**config.mk**
```make
export PLATFORM = sky130hd
export DESIGN_NAME = mul32_seq_flat
export DESIGN_NICKNAME = d
export VERILOG_FILES = /design/src/rtl/mul32_seq_pkg.sv /design/src/rtl/mul32_seq_if.sv /design/src/rtl/mul32_seq.sv /design/src/flat_wrapper.sv
export SDC_FILE = /design/constraint.sdc
export NUM_CORES = 1
export LEC_CHECK = 0
export ABC_AREA = 1
export CAP_MARGIN = 20
export CORE_MARGIN = 5
export CORE_UTILIZATION = 38
export DETAILED_ROUTE_END_ITERATION = 6
export PLACE_DENSITY = 0.85
export SYNTH_ARGS = -nofsm -noshare
export SYNTH_HDL_FRONTEND = slang
export SYNTH_SLANG_ARGS = --single-unit
```
**constraint.sdc**
```tcl
create_clock -name m_clock -period 1.4 [get_ports m_clock]
set_input_delay 0.21 -clock m_clock [delete_from_list [all_inputs] [get_ports m_clock]]
set_output_delay 0.21 -clock m_clock [all_outputs]
set_load 0.01 [all_outputs]
```
**src/rtl/mul32_seq_pkg.sv**
```systemverilog
// Shared p32m2 multiplier definitions: operand width, counter width and the
// controller state encoding.
package mul32_seq_pkg;

  localparam int W     = 32;
  localparam int CNT_W = $clog2(W);

  typedef enum logic [1:0] {
    ST_IDLE = 2'b00,
    ST_RUN  = 2'b01,
    ST_DONE = 2'b10
  } state_t;

endpackage

```
**src/rtl/mul32_seq_if.sv**
```systemverilog
// Request/response bundle of the sequential multiplier. The requester drives
// start and the operands; the multiplier returns busy, done and the product.
interface mul32_seq_if #(
  parameter int W = mul32_seq_pkg::W
);

  logic           start;
  logic [W-1:0]   mcand;
  logic [W-1:0]   mplier;
  logic           busy;
  logic           done;
  logic [2*W-1:0] prod;

  modport master (
    output start, mcand, mplier,
    input  busy, done, prod
  );

  modport slave (
    input  start, mcand, mplier,
    output busy, done, prod
  );

endinterface

```
**src/rtl/mul32_seq.sv**
```systemverilog
// Sequential unsigned W x W -> 2W shift-and-add multiplier. It has no adder of
// its own: each RUN cycle it presents P_hi and the gated multiplicand to the
// shared ripple adder and shifts {cout, sum, P_lo} right by one bit.
module mul32_seq
  import mul32_seq_pkg::*;
#(
  parameter int W = mul32_seq_pkg::W
) (
  input  logic         m_clock,
  input  logic         p_reset,
  mul32_seq_if.slave   mul,
  output logic [W-1:0] add_a,
  output logic [W-1:0] add_b,
  output logic         add_cin,
  output logic         add_en,
  input  logic [W-1:0] add_sum,
  input  logic         add_cout
);

  state_t             state_reg;
  logic [W-1:0]       mcand_reg;
  logic [W-1:0]       p_hi_reg;
  logic [W-1:0]       p_lo_reg;
  logic [CNT_W-1:0]   cnt_reg;

  // All status and adder-side outputs decode straight from registers, so they
  // carry no combinational path from the requester inputs.
  assign mul.busy = (state_reg == ST_RUN);
  assign mul.done = (state_reg == ST_DONE);
  assign mul.prod = {p_hi_reg, p_lo_reg};

  assign add_a   = p_hi_reg;
  assign add_b   = p_lo_reg[0] ? mcand_reg : '0;
  assign add_cin = 1'b0;
  assign add_en  = (state_reg == ST_RUN);

  // Controller and datapath: accept in IDLE/DONE, one product bit per RUN cycle.
  always_ff @(posedge m_clock or negedge p_reset) begin
    if (!p_reset) begin
      state_reg <= ST_IDLE;
      mcand_reg <= '0;
      p_hi_reg  <= '0;
      p_lo_reg  <= '0;
      cnt_reg   <= '0;
    end else begin
      case (state_reg)
        ST_RUN: begin
          // The carry-out becomes the new top bit; dropping P_lo[0] is the
          // right shift that retires one multiplier bit.
          p_hi_reg <= {add_cout, add_sum[W-1:1]};
          p_lo_reg <= {add_sum[0], p_lo_reg[W-1:1]};
          cnt_reg  <= cnt_reg - 1'b1;
          if (cnt_reg == '0) begin
            state_reg <= ST_DONE;
          end
        end
        default: begin
          // IDLE and DONE both accept a new request; DONE lasts one cycle.
          if (mul.start) begin
            mcand_reg <= mul.mcand;
            p_hi_reg  <= '0;
            cnt_reg   <= CNT_W'(W - 1);
            if ((mul.mcand == '0) || (mul.mplier == '0)) begin
              // A zero operand gives a zero product without iterating.
              p_lo_reg  <= '0;
              state_reg <= ST_DONE;
            end else begin
              p_lo_reg  <= mul.mplier;
              state_reg <= ST_RUN;
            end
          end else begin
            state_reg <= ST_IDLE;
          end
        end
      endcase
    end
  end

endmodule

```
**src/flat_wrapper.sv**
```systemverilog
// flat-port wrapper written by rule: the top's interface ports become plain ports
module mul32_seq_flat import mul32_seq_pkg::*;
#(
  parameter int W = mul32_seq_pkg::W
)
  (m_clock, p_reset, add_a, add_b, add_cin, add_en, add_sum, add_cout, mul_start, mul_mcand, mul_mplier, mul_busy, mul_done, mul_prod);
  mul32_seq_if #(.W(W)) mul_i ();
  input  logic m_clock;
  input  logic p_reset;
  output logic [W-1:0] add_a;
  output logic [W-1:0] add_b;
  output logic add_cin;
  output logic add_en;
  input  logic [W-1:0] add_sum;
  input  logic add_cout;
  input wire logic [$bits(mul_i.start)-1:0] mul_start;
  input wire logic [$bits(mul_i.mcand)-1:0] mul_mcand;
  input wire logic [$bits(mul_i.mplier)-1:0] mul_mplier;
  output wire logic [$bits(mul_i.busy)-1:0] mul_busy;
  output wire logic [$bits(mul_i.done)-1:0] mul_done;
  output wire logic [$bits(mul_i.prod)-1:0] mul_prod;
  assign mul_i.start = mul_start;
  assign mul_i.mcand = mul_mcand;
  assign mul_i.mplier = mul_mplier;
  assign mul_busy = mul_i.busy;
  assign mul_done = mul_i.done;
  assign mul_prod = mul_i.prod;
  mul32_seq #(.W(W)) u_core (.m_clock(m_clock), .p_reset(p_reset), .mul(mul_i), .add_a(add_a), .add_b(add_b), .add_cin(add_cin), .add_en(add_en), .add_sum(add_sum), .add_cout(add_cout));
endmodule
```
==> impl_metrics.py, run 1 <==
metrics = {
    "die": {
        "floorplan.die_area_mm2": 0.0157,
        "boundaryPins": 232,
        "die-height_um": 125,
        "rows": 42,
        "initial_core_util": 0.384,
        "floorplan.die.width_um": 125,
        "core_region_area_mm2": 0.0131,
    },
    "logic_synthesis": {
        "synth_edf_count": 0,
        "synthesis.area_mm2": 0.00505,
        "synth_flop_cell": "sky130_fd_sc_hd__dfrtp_1",
        "synth.yosys.warnings": 0,
        "synth.top_cells.by_area": "sky130_fd_sc_hd__dfrtp_1, sky130_fd_sc_hd__nand2_1, sky130_fd_sc_hd__inv_1",
        "synthDistinctLibCells": 24,
        "synth_area_leader_cell": "sky130_fd_sc_hd__dfrtp_1",
        "synth.top_cell.area_share": 0.510,
        "synth.most_common_cell": "sky130_fd_sc_hd__nand2_1",
        "synth_sequential_area_ratio": 0.510,
        "syn_avg_cell_area_um2": 8.20,
        "postSynthNetCount": 717,
        "ys_ff_latch": 103,
        "post_synth_most_frequent_cells": "sky130_fd_sc_hd__nand2_1, sky130_fd_sc_hd__inv_1, sky130_fd_sc_hd__dfrtp_1",
        "synthesis.instances": 616,
        "synth_async_sr_flop_share": 1.00,
    },
    "worst_setup_path": {
        "reg2regPathDepth": 11,
        "worst-path-stages": 5,
        "worst-r2r-setup-slack_ns": 0.04,
        "criticalPathCategory": "reg -> out",
        "crit_path_start_kind": "flop",
        "worst-endpoint-arrival_ns": 1.30,
        "crit_slowest_cell": "sky130_fd_sc_hd__dfrtp_2",
        "cpPeakStageDelay_ns": 0.46,
        "cp_max_fo": 8,
        "required_time_at_the_endpoint_of_the_critical_path_ns": 1.19,
        "path_cells": "buf_6, buf_12, nand2_4, inv_2, buf_6",
        "worstSetupEndpointType": "output port",
        "crit_family": "flip-flops",
        "regToRegStartpoint": "u_core.cnt_reg[0]",
        "r2r_end": "u_core.state_reg[1]",
        "critical-path-top-cell-by-count": "sky130_fd_sc_hd__buf_6",
        "startpoint": "u_core.p_lo_reg[0]",
        "cp_num_buf_inv": 4,
    },
    "sta": {
        "timing.fmax_mhz": 663,
        "rsz0062_at_grt": "yes",
        "report.final.slew_viol_count": 0,
        "final.setup_skew_ns": 0.00668,
        "final_period_minus_worst_setup_slack_ns": 1.51,
        "holdWs_ns": 0.114,
        "finalSetupViolCount": 27,
        "final.setup.worst_slack_ns": -0.107,
        "final-hold-violation-count": 0,
        "post-route-period-util": 1.08,
        "setup_total_negative_slack_ns": -1.85,
    },
    "routing": {
        "drt_drc_violations_left": 0,
        "detail_route.vias_per_cell": 4.78,
        "wl_mm": 16.1,
        "routed-via-count": 4986,
        "drtAntennaViolNets": 0,
        "drt_pass1_iterations": 5,
        "first_iter_violations": 230,
        "detail_route.wl_per_cell_um": 15.4,
    },
    "layout": {
        "num_antenna_cells": 0,
        "drive_above_1_share": 0.212,
        "flow.area_growth_from_synthesis_pct": 63.4,
        "finish.net_count": 964,
        "fillers": 1149,
    },
    "cts": {
        "clk_transition_reported_paths_ns": 0.07,
        "h-tree-depth": 3,
        "cts_buffers": 9,
        "cts_tree": "done",
        "clock_insertion_delay_worst_skew_ns": 0.34,
        "cts-root-buf": "sky130_fd_sc_hd__clkbuf_16",
        "cts.path.max_buffers": 2,
        "cts.sink_count": 103,
    },
    "power_and_ir_drop": {
        "post-layout-total-power_mw": 16.8,
        "power_density_mw_per_mm2": 2030,
        "worst_ir_drop_vdd_v": 0.000743,
        "total_leakage_power_nw": 4.63,
    },
    "global_route": {
        "groute.usage.overall": 0.195,
        "grt_antenna_before_repair": 0,
        "grt_start_max_net_pins": 42,
        "grt_overflow_total": 0,
        "grt_pass1_wl_mm": 24.6,
        "grt_pass1_vias": 4984,
    },
    "worst_hold_path": {
        "hp-class": "in -> reg",
        "worst_hold_path.num_cells": 3,
        "whs_endpoint": "u_core.mcand_reg[1]",
        "min_from": "mul_mcand[1]",
    },
    "status": {
        "run_status": "complete, but fails checks",
        "failed_checks": "negative setup slack",
    },
    "placed_design": {
        "place_congestion": 0.833,
        "count_of_buffers_inserted_at_the_top_level_ports": 230,
        "hpwl_mm": 11.5,
    },
    "job": {
        "cap_violations": 0,
    },
}
[worst max-delay path by stage]
stage | slack [ns] | endpoint
6_report | -0.11 | add_b[20]
5_1_grt | -0.16 | add_b[11]
4_1_cts | -0.15 | add_b[21]
3_5_place_dp | -0.44 | u_core.p_lo_reg[20]
3_3_place_gp | -0.40 | u_core.p_lo_reg[5]
2_1_floorplan | 0.06 | u_core.state_reg[1]
[cells in the final DEF (no fill, tap or decap), types with 2 or more instances in the layout]
| cell | n |
|---|---|
| sky130_fd_sc_hd__nor2_2 | 5 |
| sky130_fd_sc_hd__nor2_4 | 2 |
| sky130_fd_sc_hd__inv_2 | 23 |
| sky130_fd_sc_hd__buf_2 | 17 |
| sky130_fd_sc_hd__dlymetal6s2s_1 | 15 |
| sky130_fd_sc_hd__dlygate4sd2_1 | 94 |
| sky130_fd_sc_hd__nand3_1 | 33 |
| sky130_fd_sc_hd__inv_1 | 86 |
| sky130_fd_sc_hd__o21ai_0 | 10 |
| sky130_fd_sc_hd__buf_6 | 23 |
| sky130_fd_sc_hd__nor2_1 | 36 |
| sky130_fd_sc_hd__buf_12 | 10 |
| sky130_fd_sc_hd__dfrtp_1 | 102 |
| sky130_fd_sc_hd__nand2_2 | 10 |
| sky130_fd_sc_hd__bufinv_16 | 3 |
| sky130_fd_sc_hd__buf_4 | 52 |
| sky130_fd_sc_hd__nand2_4 | 18 |
| sky130_fd_sc_hd__o22ai_1 | 30 |
| sky130_fd_sc_hd__a22o_1 | 32 |
| sky130_fd_sc_hd__clkdlybuf4s50_1 | 83 |
| sky130_fd_sc_hd__clkbuf_16 | 11 |
| sky130_fd_sc_hd__nand2_1 | 154 |
| sky130_fd_sc_hd__clkbuf_8 | 2 |
[tightest hold or removal path, cell delays in order]
cell                             delay [ns]
sky130_fd_sc_hd__dlymetal6s2s_1        0.10
sky130_fd_sc_hd__nand2_1               0.06
sky130_fd_sc_hd__nand2_1               0.05
[layout make-up]
class | count | area [um^2] | area share
multi-input combinational | 340 | 1820 | 0.220
sequential | 103 | 2580 | 0.313
clock inverter | 3 | 90.1 | 0.0109
tap | 176 | 220 | 0.0267
inverter | 110 | 415 | 0.0503
timing repair buffer | 299 | 2870 | 0.348
clock buffer | 12 | 256 | 0.0311
[power by group]
| part | total (mW) | internal, mW | leakage (nW) | switching (mW) |
|---|---|---|---|---|
| combinational | 8.53 | 4.08 | 3.19 | 4.45 |
| clock | 2.90 | 1.84 | 0.169 | 1.06 |
| sequential | 5.35 | 4.36 | 1.27 | 0.992 |
[cell families (layout without fill, tap and decap cells)]
group / count (synthesis) / after routing / share of synthesized area
AOI/OAI and AO/OA: 75 / 75 / 0.106
adders and majority gates: 1 / 1 / 0.00248
buffers and inverters: 173 / 424 / 0.169
DFF: 103 / 103 / 0.510
other: 1 / 1 / 0.000742
and+or+nand+nor: 263 / 263 / 0.212
[stage by stage]
stage	std cells	utilization	instance area (um^2)	setup WS [ns]
after floorplan	616	-	5050	0.0556
after detailed placement	1016	0.584	7670	-0.436
after global routing	1043	0.628	8250	-0.155
after global placement	1016	0.584	7670	-0.402
after CTS	1041	0.617	8110	-0.151
final	1043	0.628	8250	-0.107
[layer usage]
layer,GRT usage,part of all wire,vias up
met5,0,0,-
met4,0.0835,0.028,0
met3,0.0354,0.068,28
met2,0.348,0.51,224
met1,0.228,0.40,2353
li1,-,-,2381
[repair_timing]
| action | CTS | global route |
|---|---|---|
| setup endpoints to repair | 166 | 71 |
| hold buffers | 1 | 0 |
| pin swaps | 3 | 24 |
| buffers inserted | 7 | 0 |
| cloned | 2 | 3 |
| gates resized for setup | 319 | 42 |
| endpoints found under the hold margin | 16 | 0 |
(Power assumes the default switching activity.)
==> run 2: changes to the inputs <==
--- a/config.mk
+++ b/config.mk
@@ -7,6 +7,7 @@
 export LEC_CHECK = 0
 export ABC_AREA = 1
 export CAP_MARGIN = 20
+export CORE_ASPECT_RATIO = 1.4
 export CORE_MARGIN = 5
 export CORE_UTILIZATION = 38
 export DETAILED_ROUTE_END_ITERATION = 6
==> run 2 against run 1 <==
  * The flow still finishes with violations (negative setup slack)
  * Clock-buffer cell count down 2
  * Sequential share of layout area down 0.43 points
  * Hold slack better by 0.021 ns
  * Total power up 1.6%
  * Non-clock buffer count down 1
  * Largest cell class unchanged
  * Largest power group unchanged
  * Highest routed layer unchanged
==> impl_metrics.py, run 2 (same netlist as run 1, synthesis figures left out) <==
metrics = {
    "status": {
        "run_status": "complete, but fails checks",
        "failed_checks": "negative setup slack",
    },
    "routing": {
        "drtAntennaViolNets": 0,
        "drt_drc_violations_left": 0,
        "wl_mm": 17.5,
        "drt_pass1_iterations": 5,
        "detail_route.wl_per_cell_um": 16.7,
        "first_iter_violations": 258,
        "detail_route.vias_per_cell": 4.84,
        "routed-via-count": 5059,
    },
    "power_and_ir_drop": {
        "power.net_switching_mw": 7.00,
        "p_int_mw": 10.0,
        "power.share.sequential": 0.313,
        "total_leakage_power_nw": 4.55,
        "clock_share_of_power": 0.145,
        "switching_share": 0.411,
        "worst_ir_drop_vdd_v": 0.00101,
        "post-layout-total-power_mw": 17.0,
        "power_density_mw_per_mm2": 2040,
        "power_frac_comb": 0.542,
    },
    "die": {
        "floorplan.die_area_mm2": 0.0157,
        "floorplan.die.width_um": 107,
        "boundaryPins": 232,
        "rows": 49,
        "die-height_um": 146,
        "initial_core_util": 0.390,
        "core_region_area_mm2": 0.0129,
    },
    "global_route": {
        "grt_overflow_total": 0,
        "grt_pass1_wl_mm": 24.9,
        "groute.usage.overall": 0.198,
        "grt_antenna_before_repair": 0,
        "grt_start_max_net_pins": 48,
        "grt_pass1_vias": 4955,
    },
    "sta": {
        "setup_total_negative_slack_ns": -1.07,
        "rsz0062_at_grt": "yes",
        "final.setup_skew_ns": 0.00974,
        "final-hold-violation-count": 0,
        "finalSetupViolCount": 30,
        "report.final.slew_viol_count": 0,
        "timing.fmax_mhz": 674,
        "post-route-period-util": 1.06,
        "final_period_minus_worst_setup_slack_ns": 1.48,
        "final.setup.worst_slack_ns": -0.0839,
    },
    "cts": {
        "cts_tree": "done",
        "h-tree-depth": 3,
        "cts_buffers": 9,
        "cts.path.max_buffers": 2,
        "clock_insertion_delay_worst_skew_ns": 0.34,
        "cts.sink_count": 103,
        "cts-root-buf": "sky130_fd_sc_hd__clkbuf_16",
        "clk_transition_reported_paths_ns": 0.08,
    },
    "placed_design": {
        "hpwl_mm": 11.7,
        "place_congestion": 0.825,
        "count_of_buffers_inserted_at_the_top_level_ports": 230,
    },
    "job": {
        "cap_violations": 0,
    },
    "layout": {
        "finish.net_count": 963,
        "drive_above_1_share": 0.236,
        "flow.area_growth_from_synthesis_pct": 65.6,
        "final_common_cell": "sky130_fd_sc_hd__nand2_1",
        "final_cell_mix": "sky130_fd_sc_hd__nand2_1, sky130_fd_sc_hd__dfrtp_1, sky130_fd_sc_hd__dlygate4sd2_1",
        "fillers": 1017,
        "num_antenna_cells": 0,
    },
    "worst_setup_path": {
        "criticalPathCategory": "reg -> out",
        "required_time_at_the_endpoint_of_the_critical_path_ns": 1.19,
        "reg2regPathDepth": 11,
        "worstSetupEndpointType": "output port",
        "cp_max_fo": 9,
        "crit_path_start_kind": "flop",
        "worst-endpoint-arrival_ns": 1.27,
    },
    "worst_hold_path": {
        "worst_hold_path.num_cells": 3,
        "hp-class": "in -> reg",
    },
}
run 2: critical path: stages, from the launching register on:
cell and delay [ns]:
sky130_fd_sc_hd__dfrtp_2 0.45, sky130_fd_sc_hd__buf_6 0.14, sky130_fd_sc_hd__buf_12 0.14, sky130_fd_sc_hd__nand2_1 0.05, sky130_fd_sc_hd__inv_1 0.04, sky130_fd_sc_hd__buf_6 0.11
run 2: cell type report:
type                    instances  area (um^2)  area share
clock buffers                  10          239      0.0286
clock inverters                 6         51.3     0.00613
inverters                     110          423      0.0506
multi-input cells             340         1960       0.235
flip-flops and latches        103         2580       0.308
well taps                     178          223      0.0266
repair buffers                298         2890       0.345
run 2: timing repair:
action	CTS	global route
setup buffers	5	4
gates resized for setup	257	115
setup endpoints to repair	159	96
gates cloned	2	6
pin swaps	0	24
hold buffers	1	0
hold endpoints to repair	16	0
run 2: power groups by stage:
stage	clock network [mW]	registers [mW]	logic, mW
after floorplan	0	5.52	4.25
after global placement	0	5.26	8.71
after detailed placement	0	5.32	8.86
after CTS	2.51	5.23	8.23
after global routing	2.65	5.52	10.0
final	2.47	5.33	9.24
run 2: per-layer routing:
layer | GRT usage | wire [um] | up-vias
li1 | - | - | 2378
met5 | 0 | 0 | -
met2 | 0.357 | 9240 | 235
met4 | 0.0853 | 721 | 0
met3 | 0.0437 | 1180 | 49
met1 | 0.220 | 6350 | 2397
run 2: final timing paths:
kind,startpoint,end,slack (ns)
worst max-delay path,u_core.p_lo_reg[0],add_b[26],-0.08
worst max register to register,u_core.cnt_reg[0],u_core.state_reg[1],-0.03
worst min-delay path,mul_mcand[12],u_core.mcand_reg[12],0.14
min in group asynchronous,p_reset,u_core.p_lo_reg[14],0.34
max in group asynchronous,p_reset,u_core.add_a[4],0.51
worst min register to register,u_core.mcand_reg[4],u_core.mcand_reg[4],0.49
run 2: metrics by stage:
step                instance area, um^2  std cells  worst slack (ns)  hold WS, ns   util
global placement                   7630       1012            -0.344        0.104  0.590
finish                             8370       1045           -0.0839        0.135  0.647
floorplan                          5050        616            0.0556      -0.0856      -
global route                       8370       1045            -0.147        0.141  0.647
CTS                                7840       1036            -0.119        0.285  0.606
detailed placement                 7630       1012            -0.397        0.106  0.590
